$ cat config.mk
export PLATFORM = sky130hd
export DESIGN_NAME = tpu_array_ctrl
export DESIGN_NICKNAME = d
export VERILOG_FILES = /design/src/rtl/tpu_pkg.sv /design/src/rtl/tpu_phase_cnt.sv /design/src/rtl/tpu_array_ctrl.sv
export SDC_FILE = /design/constraint.sdc
export NUM_CORES = 1
export LEC_CHECK = 0
export CAP_MARGIN = 20
export CORE_UTILIZATION = 40
export CTS_BUF_LIST = sky130_fd_sc_hd__clkbuf_4 sky130_fd_sc_hd__clkbuf_8 sky130_fd_sc_hd__clkbuf_16
export DETAILED_ROUTE_END_ITERATION = 12
export DONT_BUFFER_PORTS = 1
export SLEW_MARGIN = 20
export SYNTH_ARGS = -nofsm -noshare
export SYNTH_HDL_FRONTEND = slang
export SYNTH_SLANG_ARGS = --single-unit
$ cat constraint.sdc
create_clock -name clk -period 1.5 [get_ports clk]
set_input_delay 0.225 -clock clk [delete_from_list [all_inputs] [get_ports clk]]
set_output_delay 0.225 -clock clk [all_outputs]
set_load 0.01 [all_outputs]
$ cat src/rtl/tpu_pkg.sv
// Shared types and constants for the TPU systolic-array controller.
package tpu_pkg;

    typedef enum logic [2:0] {
        IDLE,
        LOAD_C,
        COMPUTE,
        READ,
        DONE
    } tpu_ctrl_state_t;

    localparam int TPU_DIM = 8;

    // Compute phase length: DIM operands plus 2*(DIM-1) skew fill/drain cycles.
    function automatic int tpu_step_count(input int dim);
        return 3 * dim - 2;
    endfunction

endpackage

$ cat src/rtl/tpu_phase_cnt.sv
// Loadable up-counter with enable, synchronous clear and terminal-count flag.
module tpu_phase_cnt #(
    parameter int W = 3
) (
    input  logic         clk,
    input  logic         rst,
    input  logic         clr,
    input  logic         load,
    input  logic [W-1:0] load_val,
    input  logic         en,
    input  logic [W-1:0] last,
    output logic [W-1:0] count,
    output logic         tc
);

    always_ff @(posedge clk or posedge rst) begin
        if (rst)
            count <= '0;
        else if (clr)
            count <= '0;
        else if (load)
            count <= load_val;
        else if (en)
            count <= count + W'(1);
    end

    assign tc = (count == last);

endmodule

$ cat src/rtl/tpu_array_ctrl.sv
// Job sequencer for a DIM x DIM systolic array: LOAD_C -> COMPUTE -> READ -> DONE.
// Optional TPU_CTRL_PERF_EN adds saturating busy/stall performance counters.
module tpu_array_ctrl
    import tpu_pkg::*;
#(
    parameter int DIM    = TPU_DIM,
    parameter int STEP_W = $clog2(3 * DIM)
) (
    input  logic                    clk,
    input  logic                    rst,
    input  logic                    start,
    input  logic                    clear_c,
    input  logic                    stall,
    output logic                    busy,
    output logic                    done,
    output logic                    mac_en,
    output logic [DIM-1:0]          c_wren,
    output logic                    c_zero,
    output logic [$clog2(DIM)-1:0]  row_idx,
    output logic [STEP_W-1:0]       step,
    output logic                    c_out_valid
`ifdef TPU_CTRL_PERF_EN
    ,
    output logic [31:0]             perf_busy_cycles,
    output logic [31:0]             perf_stall_cycles
`endif
);

    localparam int ROW_W = $clog2(DIM);
    localparam logic [ROW_W-1:0]  ROW_LAST  = ROW_W'(DIM - 1);
    localparam logic [STEP_W-1:0] STEP_LAST = STEP_W'(tpu_step_count(DIM) - 1);

    tpu_ctrl_state_t    state;
    logic               clr_q;
    logic [ROW_W-1:0]   row_cnt;
    logic [STEP_W-1:0]  step_cnt;
    logic               row_tc;
    logic               step_tc;
    logic               row_phase;
    logic               active;
    logic               row_en;
    logic               step_en;

    assign row_phase = (state == LOAD_C) || (state == READ);
    assign active    = row_phase || (state == COMPUTE);
    assign row_en    = row_phase && !stall;
    assign step_en   = (state == COMPUTE) && !stall;

    // Counters return to zero on phase exit so the next phase always starts at 0.
    tpu_phase_cnt #(.W(ROW_W)) u_row_cnt (
        .clk      (clk),
        .rst      (rst),
        .clr      (row_en && row_tc),
        .load     (1'b0),
        .load_val ('0),
        .en       (row_en),
        .last     (ROW_LAST),
        .count    (row_cnt),
        .tc       (row_tc)
    );

    tpu_phase_cnt #(.W(STEP_W)) u_step_cnt (
        .clk      (clk),
        .rst      (rst),
        .clr      (step_en && step_tc),
        .load     (1'b0),
        .load_val ('0),
        .en       (step_en),
        .last     (STEP_LAST),
        .count    (step_cnt),
        .tc       (step_tc)
    );

    always_ff @(posedge clk or posedge rst) begin
        if (rst) begin
            state <= IDLE;
            clr_q <= 1'b0;
        end else begin
            unique case (state)
                IDLE: begin
                    if (start) begin
                        clr_q <= clear_c;
                        state <= LOAD_C;
                    end
                end
                LOAD_C:  if (row_en && row_tc)   state <= COMPUTE;
                COMPUTE: if (step_en && step_tc) state <= READ;
                READ:    if (row_en && row_tc)   state <= DONE;
                DONE:    state <= IDLE;
                default: state <= IDLE;
            endcase
        end
    end

    // Stall gates the strobes combinationally; everything else decodes registered state.
    assign busy        = (state != IDLE);
    assign done        = (state == DONE);
    assign mac_en      = step_en;
    assign c_wren      = ((state == LOAD_C) && !stall) ? (DIM'(1) << row_cnt) : '0;
    assign c_zero      = (state == LOAD_C) && clr_q;
    assign row_idx     = row_phase ? row_cnt : '0;
    assign step        = (state == COMPUTE) ? step_cnt : '0;
    assign c_out_valid = (state == READ) && !stall;

`ifdef TPU_CTRL_PERF_EN
    always_ff @(posedge clk or posedge rst) begin
        if (rst) begin
            perf_busy_cycles  <= '0;
            perf_stall_cycles <= '0;
        end else if ((state == IDLE) && start) begin
            perf_busy_cycles  <= '0;
            perf_stall_cycles <= '0;
        end else begin
            if (busy && (perf_busy_cycles != '1))
                perf_busy_cycles <= perf_busy_cycles + 32'd1;
            if (active && stall && (perf_stall_cycles != '1))
                perf_stall_cycles <= perf_stall_cycles + 32'd1;
        end
    end
`else
    // Without the perf option the controller carries no extra state.
`endif

endmodule

==> results of run 1 <==
## worst max-delay path, delay by kind of cell, from the launching register on
kind,cells,cell delay (ns)
flip-flops,1,0.46
AND/OR/NAND/NOR,1,0.56
buffers and inverters,1,0.11
## routing by layer
metal  wire, um  global-route usage (%)
met5          0                       0
met4         13                    6.67
met3         95                    5.66
met2        897                    28.4
met1        753                    22.5
## state kept, by name, summed over array words and instances, names as in the netlist
register / flops
state: 3
u_row_cnt.count: 3
clr_q: 1
u_step_cnt.count: 5
## worst paths after layout
check	startpoint	end	slack (ns)	cells after the start
worst max-delay path	state[2]	mac_en	-0.13	2
worst min-delay path	clear_c	clr_q	0.07	1
worst max register to register	state[2]	u_step_cnt.count[4]	-0.11	5
worst min register to register	clr_q	clr_q	0.50	1
max in group asynchronous	rst	state[1]	0.76	2
min in group asynchronous	rst	u_step_cnt.count[3]	0.39	2
## power groups by stage
stage / combinational [W] / clock, W / sequential, W
after global placement: 0.000877 / 0 / 0.000646
after global routing: 0.00125 / 0.000287 / 0.000684
after CTS: 0.00106 / 0.000274 / 0.000642
after floorplan: 0.000680 / 0 / 0.000612
after detailed placement: 0.000897 / 0 / 0.000657
final: 0.00111 / 0.000264 / 0.000659
## cell families (layout without fill, tap and decap cells)
| family | Yosys count | count (layout) |
|---|---|---|
| mux | 2 | 2 |
| simple gates | 44 | 44 |
| compound gates | 12 | 12 |
| buf+inv | 9 | 26 |
| xor+xnor | 1 | 1 |
| flops | 12 | 12 |
| fa+ha+maj | 8 | 8 |
## final cells by class
class,instances,area (um2)
inverter,8,35.0
fill,200,866
tap,27,33.8
multi-input combinational,67,576
sequential,12,304
timing repair buffer,14,111
clock buffer,4,36.3
## metrics by stage
step	TNS, ns	worst slack [ns]	std cells
after global routing	-2.73	-0.176	132
after detailed placement	0	0.0533	120
after CTS	-1.18	-0.129	131
after floorplan	0	0.0872	88
final	-1.15	-0.129	132
after global placement	0	0.0706	120
## cell usage in the layout, fill, tap and decap left out, types with 2 or more instances in the layout
| cell type | instances |
|---|---|
| buf_4 | 12 |
| and3_4 | 9 |
| dfrtp_1 | 9 |
| inv_1 | 7 |
| and2_4 | 7 |
| ha_1 | 7 |
| nor2_1 | 5 |
| o21ai_1 | 4 |
| nand3b_1 | 3 |
| a21oi_1 | 3 |
| nand2_1 | 3 |
| and2_1 | 3 |
| clkbuf_4 | 3 |
| dfrtp_2 | 3 |
| mux2_1 | 2 |
## repair_timing
action                                 4_1_cts  5_1_grt
buffers inserted                             6        1
gates cloned                                 0        0
pin swaps                                    4        1
endpoints found under the hold margin       12        0
resized for setup                           15        9
setup endpoints to repair                   17       22
hold buffers                                 1        0
==> impl_metrics.toml, run 1 <==
[synth]
async_flop_share_pct = 100
yosys.area_share.simple_pct = 33.9
synth.yosys.warnings = 0
synth.area.mux_share_pct = 2.69
yosysTopAreaCell = "dfrtp_1"
synth_top_family_by_area = "simple AND/OR/NAND/NOR gates"
synth_seq_area_share_pct = 35.9
synth_xor_area_share_pct = 1.05
synth.distinct_cells = 30
synth_area_per_cell_um2 = 9.51
synthTopCellsByCount = "12 x dfrtp_1, 10 x and2_1, 10 x and3_1"
synthAdderAreaFrac_pct = 12.0
synth_most_common_cell = "dfrtp_1"
synthCells = 88
ys_top_cells_by_area = "dfrtp_1 36%, ha_1 12%, and2_1 7.5%"
synth-edff-count = 0
syn_nets = 101
yosys_most_used_dff = "dfrtp_1"
synth_area_um2 = 837
synth_seq_cells = 12
synth_compound_area_share_pct = 9.72
synth_top_area_share_pct = 35.9

[power]
power.share.sequential_pct = 32.4
power.density_nw_per_um2 = 1860
power.total_w = 0.00203
comb_power_share_pct = 54.6
p_leak_nw = 0.502
internal_power_w = 0.00120
switching_share_pct = 41.2
pwr-share-clk_pct = 13.0
power.switching_w = 0.000837
peakVddDrop_mv = 0.867

[route]
routed_wl_mm = 1.76
drt-initial-drc-count = 7
wl_per_cell_um = 13.3
drtAntennaViolNets = 0
drt_pass1_iterations = 4
route.detailed.drc = 0
viasPerCell = 5.28
num_vias = 697

[outcome]
status = "complete, but fails checks"
violations = "setup timing"

[timing]
slew_violations = 0
max-slew-margin-rel_pct = 68.4
setup_viol = 19
fin_ws_ns = -0.129
rsz0062_at_grt = "true"
tightest_slew_ns = 0.473
fin_worst_skew_ns = 0.00727
finalCriticalPeriod_ns = 1.63
fmax_mhz = 614
hold_violations = 0
finalCritPeriodShare_pct = 109
holdWs_ns = 0.0722

[clock_network]
cts.sinks = 12
clk_path_buf_depth = 2
cts_buffers = 3
cts-root-buf = "clkbuf_4"
cts_tree = "yes"
clock_latency_ns = 0.28
cts.htree.levels = 1
clk_transition_reported_paths_ns = 0.08

[finish]
final_util_pct = 55.9
syn_to_final_growth_pct = 30.9
final_area_um2 = 1100
drive_above_1_share_pct = 44.8
fin_nets = 119
n_antenna_cell = 0

[worst_setup_path]
cpMaxStageDelayCell = "or4b_4"
required_ns = 1.27
cp.arrival_ns = 1.40
crit_fanout = 5
cp_cell_sequence = "or4b_4 > clkinv_4"
crit_path_end_kind = "primary output"
startpoint_type = "flop"
path_class = "reg -> out"
max_stage_delay_ns = 0.56

[floorplan]
fp.dieArea_um2 = 2280
ios = 26
start_util_pct = 42.7
die_width_um = 47.7
rows = 16
dieHeight_um = 47.7
coreArea_um2 = 1960

[job]
cap_violations = 0

[global_routing]
grt_start_max_net_pins = 13
grt_pass1_vias = 623
globalRouteTotalUtil_pct = 17.8
grt_pass1_wl_mm = 2.79
grt_overflow_total = 0
antenna_found_initial = 0

[placement]
placed_area_um2 = 911
place.gp.congestion = 0.728
place_hpwl_mm = 1.29
numPortBuffers = 0

[worst_hold_path]
hp-class = "in -> reg"
Power figures use the tool's default switching activity.
==> run 2: changes to the inputs <==
==> constraint.sdc (replaced) <==
create_clock -name clk -period 1.4 [get_ports clk]
set_input_delay 0.21 -clock clk [delete_from_list [all_inputs] [get_ports clk]]
set_output_delay 0.21 -clock clk [all_outputs]
set_load 0.01 [all_outputs]
==> run 2 against run 1 <==
  * Via count up 7.3%
  * Die area did not move
  * Core utilization rose by 8.4 points
  * Non-clock buffer count is 12 higher
  * Critical endpoint unchanged
  * Critical path depth unchanged
  * Clock skew shrank 0.0041 ns
  * Count of clock-buffer cells in the layout decreased by 1
  * The run ends with DRC, setup timing left
  * Sequential share of layout area is 3.5 points lower
==> impl_metrics.toml, run 2 (synthesis results as in run 1) <==
[power]
switching_share_pct = 39.8
p_leak_nw = 0.588
power.density_nw_per_um2 = 2040
peakVddDrop_mv = 1.24
power.switching_w = 0.00102
comb_power_share_pct = 65.2
power.share.sequential_pct = 26.6
pwr-share-clk_pct = 8.1
internal_power_w = 0.00155

[worst_setup_path]
crit_path_end_kind = "primary output"
r2r_start = "state[2]"
crit_fanout = 5
r2r_end = "u_step_cnt.count[4]"
required_ns = 1.19
ff2ff_path_depth = 4
startpoint_type = "flop"
cp.arrival_ns = 1.38
path_class = "reg -> out"
reg2reg_setup_slack_ns = -0.11

[route]
routed_wl_mm = 2.09
route.detailed.drc = 1
wl_per_cell_um = 14.6
drt-initial-drc-count = 13
drtAntennaViolNets = 0
viasPerCell = 5.23
drt_pass1_iterations = 8
num_vias = 748

[timing]
setup_viol = 23
fin_worst_skew_ns = 0.00316
hold_violations = 0
rsz0062_at_grt = "true"
slew_violations = 0
finalCritPeriodShare_pct = 114
fin_ws_ns = -0.193
max-slew-margin-rel_pct = 67.4
fmax_mhz = 628
finalCriticalPeriod_ns = 1.59
tightest_slew_ns = 0.489

[finish]
ff_latch_area_um2 = 305
final_cell_mix = "15 x buf_4, 10 x and2_4, 10 x buf_6"
multiInputGateArea_um2 = 629
fin_nets = 131
final_util_pct = 64.3
final_area_um2 = 1260
syn_to_final_growth_pct = 50.7
drive_above_1_share_pct = 58.6
reg.largest.list = "u_step_cnt.count x5, state x3, u_row_cnt.count x3"
fillers = 165
largest_register = "u_step_cnt.count"
largest_reg_flops = 5
final_common_cell = "buf_4"
n_antenna_cell = 0

[worst_hold_path]
worstHoldStart = "clear_c"
hold_end = "clr_q"
hold_path_depth = 1
hp-class = "in -> reg"

[global_routing]
globalRouteTotalUtil_pct = 18.8
antenna_found_initial = 0
grt_overflow_total = 0
grt_start_max_net_pins = 13
grt_pass1_vias = 652
grt_pass1_wl_mm = 2.96

[floorplan]
fp.dieArea_um2 = 2280
ios = 26
start_util_pct = 42.7
die_width_um = 47.7
dieHeight_um = 47.7
rows = 16
coreArea_um2 = 1960

[placement]
place.gp.congestion = 0.770
place_hpwl_mm = 1.35
numPortBuffers = 0
placed_area_um2 = 976

[clock_network]
cts_tree = "yes"
cts.sinks = 12
cts.htree.levels = 1
clock_latency_ns = 0.27
cts-root-buf = "clkbuf_4"
clk_transition_reported_paths_ns = 0.07
clk_path_buf_depth = 2
cts_buffers = 3

[outcome]
status = "complete, but fails checks"
violations = "DRC, setup timing"

[job]
cap_violations = 0
[run 2: how the worst max path moves through the flow]
| stage | from | endpoint | slack, ns | cells after the start |
|---|---|---|---|---|
| 4_1_cts | state[2] | mac_en | -0.18 | 2 |
| 5_1_grt | state[0] | c_wren[0] | -0.25 | 3 |
| 2_1_floorplan | state[0] | clr_q | 0.02 | 3 |
| 3_3_place_gp | state[2] | u_step_cnt.count[2] | 0.02 | 4 |
| 3_5_place_dp | state[0] | u_step_cnt.count[2] | -0.02 | 4 |
| 6_report | state[2] | mac_en | -0.19 | 2 |
[run 2: worst max-delay path, cell delays in order, from the launching register on]
cell and delay (ns):
dfrtp_2 0.46, or4b_4 0.55, clkinv_4 0.10
[run 2: final cells by class]
cell class	count	area share [%]
well taps	27	2.68
repair buffers	26	18.7
flip-flops and latches	12	24.2
multi-input cells	67	49.9
inverters	8	2.78
clock buffers	3	1.79
[run 2: repair_timing]
action / 4_1_cts / 5_1_grt
gates resized for setup: 32 / 14
setup buffers: 7 / 4
hold endpoints to repair: 12 / 0
endpoints found under the setup margin: 25 / 28
hold buffers: 1 / 0
pin swaps: 5 / 14
[run 2: power by group through the flow]
stage,Clock (W),Combinational [W],Sequential [W]
6_report,0.000209,0.00168,0.000686
3_5_place_dp,0,0.00117,0.000647
2_1_floorplan,0,0.000737,0.000658
5_1_grt,0.000233,0.00181,0.000707
4_1_cts,0.000221,0.00151,0.000658
3_3_place_gp,0,0.00114,0.000647
[run 2: per-stage QoR]
step | worst slack (ns) | std cells | total power (W) | hold slack, ns | setup TNS, ns
finish | -0.193 | 143 | 0.00258 | 0.0865 | -3.33
global route | -0.249 | 143 | 0.00275 | 0.0725 | -4.75
CTS | -0.185 | 139 | 0.00239 | 0.0790 | -3.25
detailed placement | -0.0169 | 128 | 0.00181 | 0.151 | -0.0215
global placement | 0.0156 | 128 | 0.00179 | 0.147 | 0
floorplan | 0.0213 | 88 | 0.00139 | 0.0747 | 0
[run 2: layer usage]
layer  share of wire, %  routed length (um)  GRT usage, %  vias up
li1                   -                   -             -      362
met1                 44                 918          25.3      369
met2                 52                1080          31.6       15
met3                3.9                  81          4.91        2
met4               0.43                   9          1.67        0
met5                  0                   0             0        -
